File: src/rtl/serial_mem_loader.sv
// Serial command loader: parses a UART byte stream and issues 32-bit
// word reads/writes on the memory-controller CPU port.
module serial_mem_loader #(
  parameter int ASIZE   = 20,
  parameter int DSIZE   = 32,
  parameter int TIMEOUT = 5000000
) (
  input  logic             clk,
  input  logic             reset_b,
  input  logic [7:0]       rx_data,
  input  logic             rx_valid,
  output logic             rx_ready,
  output logic [7:0]       tx_data,
  output logic             tx_valid,
  input  logic             tx_ready,
  output logic             ext_cs_b,
  output logic             rnw,
  output logic [ASIZE-1:0] addr,
  output logic [DSIZE-1:0] dout,
  input  logic [DSIZE-1:0] din,
  input  logic             clken,
  output logic             busy
);

  localparam int TW = $clog2(TIMEOUT + 1);
  localparam logic [TW-1:0] TO_MAX = TW'(TIMEOUT);

  typedef enum logic [2:0] {
    IDLE, HDR, WFILL, WBUS, RBUS, RSEND, ACK, ERR
  } state_t;

  state_t           state_q;
  logic             wr_q;
  logic             en_q;
  logic [2:0]       bc_q;
  logic [15:0]      cnt_q;
  logic [31:0]      hdr_q;
  logic [ASIZE-1:0] addr_q;
  logic [DSIZE-1:0] dout_q;
  logic [DSIZE-1:0] rd_q;
  logic [7:0]       txd_q;
  logic             txv_q;
  logic             csb_q;
  logic             rnw_q;
  logic [TW-1:0]    to_q;

  logic        rx_fire;
  logic        tx_fire;
  logic [39:0] hdr_w;
  logic        unused_hdr;

  assign rx_ready = en_q & ((state_q == IDLE) |
                            (state_q == HDR)  |
                            (state_q == WFILL));
  assign busy     = (state_q != IDLE);
  assign tx_data  = txd_q;
  assign tx_valid = txv_q;
  assign ext_cs_b = csb_q;
  assign rnw      = rnw_q;
  assign addr     = addr_q;
  assign dout     = dout_q;

  assign rx_fire    = rx_valid & rx_ready;
  assign tx_fire    = txv_q & tx_ready;
  assign hdr_w      = {hdr_q, rx_data};
  assign unused_hdr = ^hdr_w;

  always_ff @(posedge clk or negedge reset_b) begin
    if (!reset_b) begin
      state_q <= IDLE;
      wr_q    <= 1'b0;
      en_q    <= 1'b0;
      bc_q    <= '0;
      cnt_q   <= '0;
      hdr_q   <= '0;
      addr_q  <= '0;
      dout_q  <= '0;
      rd_q    <= '0;
      txd_q   <= '0;
      txv_q   <= 1'b0;
      csb_q   <= 1'b1;
      rnw_q   <= 1'b1;
      to_q    <= '0;
    end else begin
      en_q <= 1'b1;
      case (state_q)
        IDLE: begin
          to_q <= '0;
          if (rx_fire) begin
            if (rx_data == 8'h57 || rx_data == 8'h52) begin
              wr_q    <= (rx_data == 8'h57);
              bc_q    <= '0;
              state_q <= HDR;
            end else begin
              txd_q   <= 8'h3F;
              txv_q   <= 1'b1;
              state_q <= ERR;
            end
          end
        end
        HDR: begin
          if (rx_fire) begin
            to_q  <= '0;
            hdr_q <= hdr_w[31:0];
            bc_q  <= bc_q + 3'd1;
            if (bc_q == 3'd4) begin
              bc_q   <= '0;
              addr_q <= hdr_w[16 +: ASIZE];
              cnt_q  <= hdr_w[15:0];
              if (hdr_w[15:0] == 16'd0) begin
                txd_q   <= 8'h2E;
                txv_q   <= 1'b1;
                state_q <= ACK;
              end else if (wr_q) begin
                state_q <= WFILL;
              end else begin
                csb_q   <= 1'b0;
                rnw_q   <= 1'b1;
                state_q <= RBUS;
              end
            end
          end else if (to_q == TO_MAX) begin
            txd_q   <= 8'h21;
            txv_q   <= 1'b1;
            state_q <= ERR;
          end else begin
            to_q <= to_q + TW'(1);
          end
        end
        // Little-endian assembly: first byte ends up in dout[7:0].
        WFILL: begin
          if (rx_fire) begin
            to_q   <= '0;
            dout_q <= {rx_data, dout_q[DSIZE-1:8]};
            bc_q   <= bc_q + 3'd1;
            if (bc_q == 3'd3) begin
              bc_q    <= '0;
              csb_q   <= 1'b0;
              rnw_q   <= 1'b0;
              state_q <= WBUS;
            end
          end else if (to_q == TO_MAX) begin
            txd_q   <= 8'h21;
            txv_q   <= 1'b1;
            state_q <= ERR;
          end else begin
            to_q <= to_q + TW'(1);
          end
        end
        WBUS: begin
          if (clken) begin
            csb_q  <= 1'b1;
            rnw_q  <= 1'b1;
            addr_q <= addr_q + ASIZE'(1);
            cnt_q  <= cnt_q - 16'd1;
            if (cnt_q == 16'd1) begin
              txd_q   <= 8'h2E;
              txv_q   <= 1'b1;
              state_q <= ACK;
            end else begin
              state_q <= WFILL;
            end
          end
        end
        RBUS: begin
          if (clken) begin
            rd_q    <= din;
            txd_q   <= din[7:0];
            txv_q   <= 1'b1;
            csb_q   <= 1'b1;
            addr_q  <= addr_q + ASIZE'(1);
            cnt_q   <= cnt_q - 16'd1;
            bc_q    <= '0;
            state_q <= RSEND;
          end
        end
        RSEND: begin
          if (tx_fire) begin
            rd_q  <= rd_q >> 8;
            txd_q <= rd_q[15:8];
            bc_q  <= bc_q + 3'd1;
            if (bc_q == 3'd3) begin
              bc_q <= '0;
              if (cnt_q == 16'd0) begin
                txd_q   <= 8'h2E;
                state_q <= ACK;
              end else begin
                txv_q   <= 1'b0;
                csb_q   <= 1'b0;
                rnw_q   <= 1'b1;
                state_q <= RBUS;
              end
            end
          end
        end
        ACK, ERR: begin
          if (tx_fire) begin
            txv_q   <= 1'b0;
            state_q <= IDLE;
          end
        end
        default: state_q <= IDLE;
      endcase
    end
  end

endmodule

File: config.mk
export PLATFORM = sky130hd
export DESIGN_NAME = serial_mem_loader
export DESIGN_NICKNAME = d
export VERILOG_FILES = /design/src/rtl/serial_mem_loader.sv
export SDC_FILE = /design/constraint.sdc
export NUM_CORES = 1
export LEC_CHECK = 0
export CORE_AREA = 5 5 139 141
export CTS_CLUSTER_SIZE = 40
export DETAILED_ROUTE_END_ITERATION = 8
export DIE_AREA = 0 0 144 146
export PLACE_DENSITY = 0.8
export SYNTH_ARGS = -nofsm -noshare
export SYNTH_HDL_FRONTEND = slang
export SYNTH_SLANG_ARGS = --single-unit
File: constraint.sdc
create_clock -name clk -period 3 [get_ports clk]
set_clock_uncertainty 0.15 [all_clocks]
set_input_delay 0.6 -clock clk [delete_from_list [all_inputs] [get_ports clk]]
set_output_delay 0.6 -clock clk [all_outputs]
set_load 0.01 [all_outputs]
==> flow_metrics.py <==
metrics = {
    "final_layout": {
        "filler_cell_count": 1496,
        "drive_gt1_frac": 0.132,
        "diodes": 0,
        "postLayoutCellArea_um2": 10500,
        "area_growth_pct": 25.0,
        "multiInputGateArea_um2": 4000,
        "fin_nets": 1078,
        "utilization": 0.588,
        "final-seq-area_um2": 4060,
    },
    "min_path": {
        "hold_start": "hdr_q[23]$_DFFE_PN0N_",
        "holdPathEnd": "hdr_q[23]$_DFFE_PN0N_",
        "whs_path_depth": 2,
        "hold_path_class": "flip-flop to flip-flop",
    },
    "place": {
        "hpwl_um": 15600,
        "gp_congestion": 0.977,
        "portBuffers": 109,
        "placed_cell_area_um2": 9900,
        "preCtsSetupSlack_ns": -0.116,
    },
    "synth": {
        "synth_area_um2": 8390,
        "synth_largest_area_cell": "dfrtp_1",
        "synth.most_common_cell": "dfrtp_1",
        "synth-edff-count": 0,
        "async_flop_share": 1.00,
        "ys_seq_area_frac": 0.484,
        "postSynthAreaPerCell_um2": 9.29,
        "yosysUniqueCellTypes": 76,
        "yosys_warnings": 0,
        "ys_ff_latch": 162,
        "synth_common_cells": "160 x dfrtp_1, 139 x nand2_1, 78 x nor2_1, 72 x a21oi_1, 66 x o21ai_0",
        "synth_top_area_frac": 0.477,
        "syn_inst": 903,
        "synthFlopType": "dfrtp_1",
        "yosys-top-cells-area": "dfrtp_1 48%, nand2_1 6.2%, mux2_2 4.6%",
        "synth_nets": 957,
    },
    "clocking": {
        "cts_tree": "built",
        "ctsResizeCount": 0,
        "insertion_delay_ns": 0.42,
        "root_buffer": "clkbuf_16",
        "htree_levels": 4,
        "clock_path_buffers": 2,
        "cts.clk_slew.worst_paths_ns": 0.07,
        "numCtsBuffers": 17,
        "cts_num_sinks": 162,
    },
    "global_routing": {
        "grtUsageTotal": 0.218,
        "grt_max_degree": 66,
        "antenna_found_initial": 0,
        "grt_pass1_wl_um": 37500,
        "grt-ovfl-total": 0,
        "grt_pass1_vias": 7331,
    },
    "route": {
        "wl_per_cell_um": 17.3,
        "vias": 7313,
        "drtPass1Iterations": 5,
        "drtAntennaViolNets": 0,
        "via_per_inst": 5.78,
        "drc": 0,
        "drt_iter0_drc": 743,
        "wl_um": 22000,
    },
    "setup_path": {
        "startpoint_type": "flip-flop",
        "critical_path_peak_fanout": 15,
        "end_kind": "output pin",
        "r2r_cells": 6,
        "critPathRequiredTime_ns": 2.25,
        "critPathKind": "flip-flop to output pin",
        "rrSetupSlack_ns": 0.32,
        "arrival_ns": 2.04,
        "rr_endpoint": "tx_data[7]$_DFFE_PN0P_",
        "rr_startpoint": "hdr_q[4]$_DFFE_PN0N_",
    },
    "power_and_ir_drop": {
        "max-vdd-ir-drop_v": 0.000680,
        "powerDensity_nw_per_um2": 1050,
        "leakage_nw": 4.58,
    },
    "sta": {
        "rsz0062_at_grt": "false",
        "tightest_slew_ns": 0.785,
        "drv_slew": 0,
        "hold_slack_ns": 0.332,
        "min_period_ns": 2.79,
        "setup_slack_ns": 0.212,
        "period_share": 0.929,
        "setup_viol": 0,
        "max_clock_freq_mhz": 359,
        "hold_violations": 0,
        "max_slew_margin": 0.475,
    },
    "die": {
        "core_area_um2": 17800,
        "die_area_um2": 21000,
        "fp.dieH_um": 146,
        "initial_core_util": 0.470,
        "die-width_um": 144,
        "fp-row-count": 49,
        "ios": 110,
    },
    "run_status": {
        "outcome": "completed",
    },
    "flow_run": {
        "maxCapViolCount": 0,
    },
}
==> critical path: stages (launching register included) <==
cell and delay [ns]:
dfrtp_1 0.58, or3_4 0.53, clkdlybuf4s50_1 0.50
==> area by class of cell <==
cell class	instances	area share
Sequential cell	162	0.387
Multi-Input combinational cell	666	0.381
Timing Repair Buffer	152	0.141
Clock buffer	18	0.0409
Tap cell	229	0.0273
Clock inverter	14	0.0137
Inverter	25	0.00895
==> cells by family (layout without fill, tap and decap cells) <==
logic type	Yosys count	count (layout)	synth area share
other	1	1	0.000447
DFF	162	162	0.484
buffers and inverters	75	209	0.0428
muxes	53	53	0.0683
AOI/OAI and AO/OA	243	243	0.179
and+or+nand+nor	348	348	0.200
adders and majority gates	9	9	0.0134
xor gates and xnor gates	12	12	0.0125
==> metrics by stage <==
step / setup TNS (ns) / power, mW / cells
after floorplan: 0 / 6.87 / 903
after CTS: 0 / 11.0 / 1266
after global routing: 0 / 11.8 / 1266
final: 0 / 11.0 / 1266
after detailed placement: -0.440 / 8.86 / 1233
after global placement: -0.0994 / 8.71 / 1233
==> flip-flops by register name, summed over array words and instances, names as in the netlist, 3 cells and up <==
name and flops:
bc_q 3, cnt_q 16, to_q 23, rd_q 24, state_q 3, addr 20
tx_data 8, hdr_q 28, dout 32
==> how the worst max path moves through the flow <==
stage | endpoint | cells after the start | slack, ns | from
after detailed placement | tx_data[7]$_DFFE_PN0P_ | 7 | -0.12 | rx_data[0]
after floorplan | tx_data[7]$_DFFE_PN0P_ | 7 | 0.69 | rx_valid
after global placement | tx_data[7]$_DFFE_PN0P_ | 7 | -0.05 | rx_data[3]
after CTS | rx_ready | 4 | 0.20 | state_q[1]$_DFFE_PN0P_
final | busy | 2 | 0.21 | state_q[1]$_DFFE_PN0P_
after global routing | rx_ready | 4 | 0.16 | state_q[1]$_DFFE_PN0P_
==> layout by cell type (no fill, tap or decap), types with 11 or more instances in the layout <==
master and instances:
a21oi_1 72, a31oi_1 15, and3_1 13, buf_4 37, clkbuf_16 17, clkdlybuf4s50_1 108
dfrtp_1 160, inv_1 23, mux2_2 34, mux2i_1 19, nand2_1 139, nand3_1 39
nor2_1 77, nor3_1 16, nor4_1 11, o21ai_0 66, o22ai_1 12, o2bb2ai_1 11
==> report_power, final <==
part           internal, mW  switching [mW]  total, mW  leakage, nW
combinational          2.32            2.66       4.99         2.26
clock                  1.17           0.959       2.13        0.279
sequential             3.05           0.850       3.90         2.04
total                  6.54            4.47       11.0         4.58
==> metal layers <==
layer | global-route usage | share of wire
met5 | 0 | 0
met4 | 0.0598 | 0.019
met3 | 0.0644 | 0.077
met2 | 0.335 | 0.47
met1 | 0.300 | 0.43
==> what timing repair did <==
item	CTS	global route
hold buffers	1	0
buffers inserted	0	0
endpoints found under the hold margin	41	0
setup endpoints to repair	0	0
Note: power is estimated with default switching activity, not from simulation.
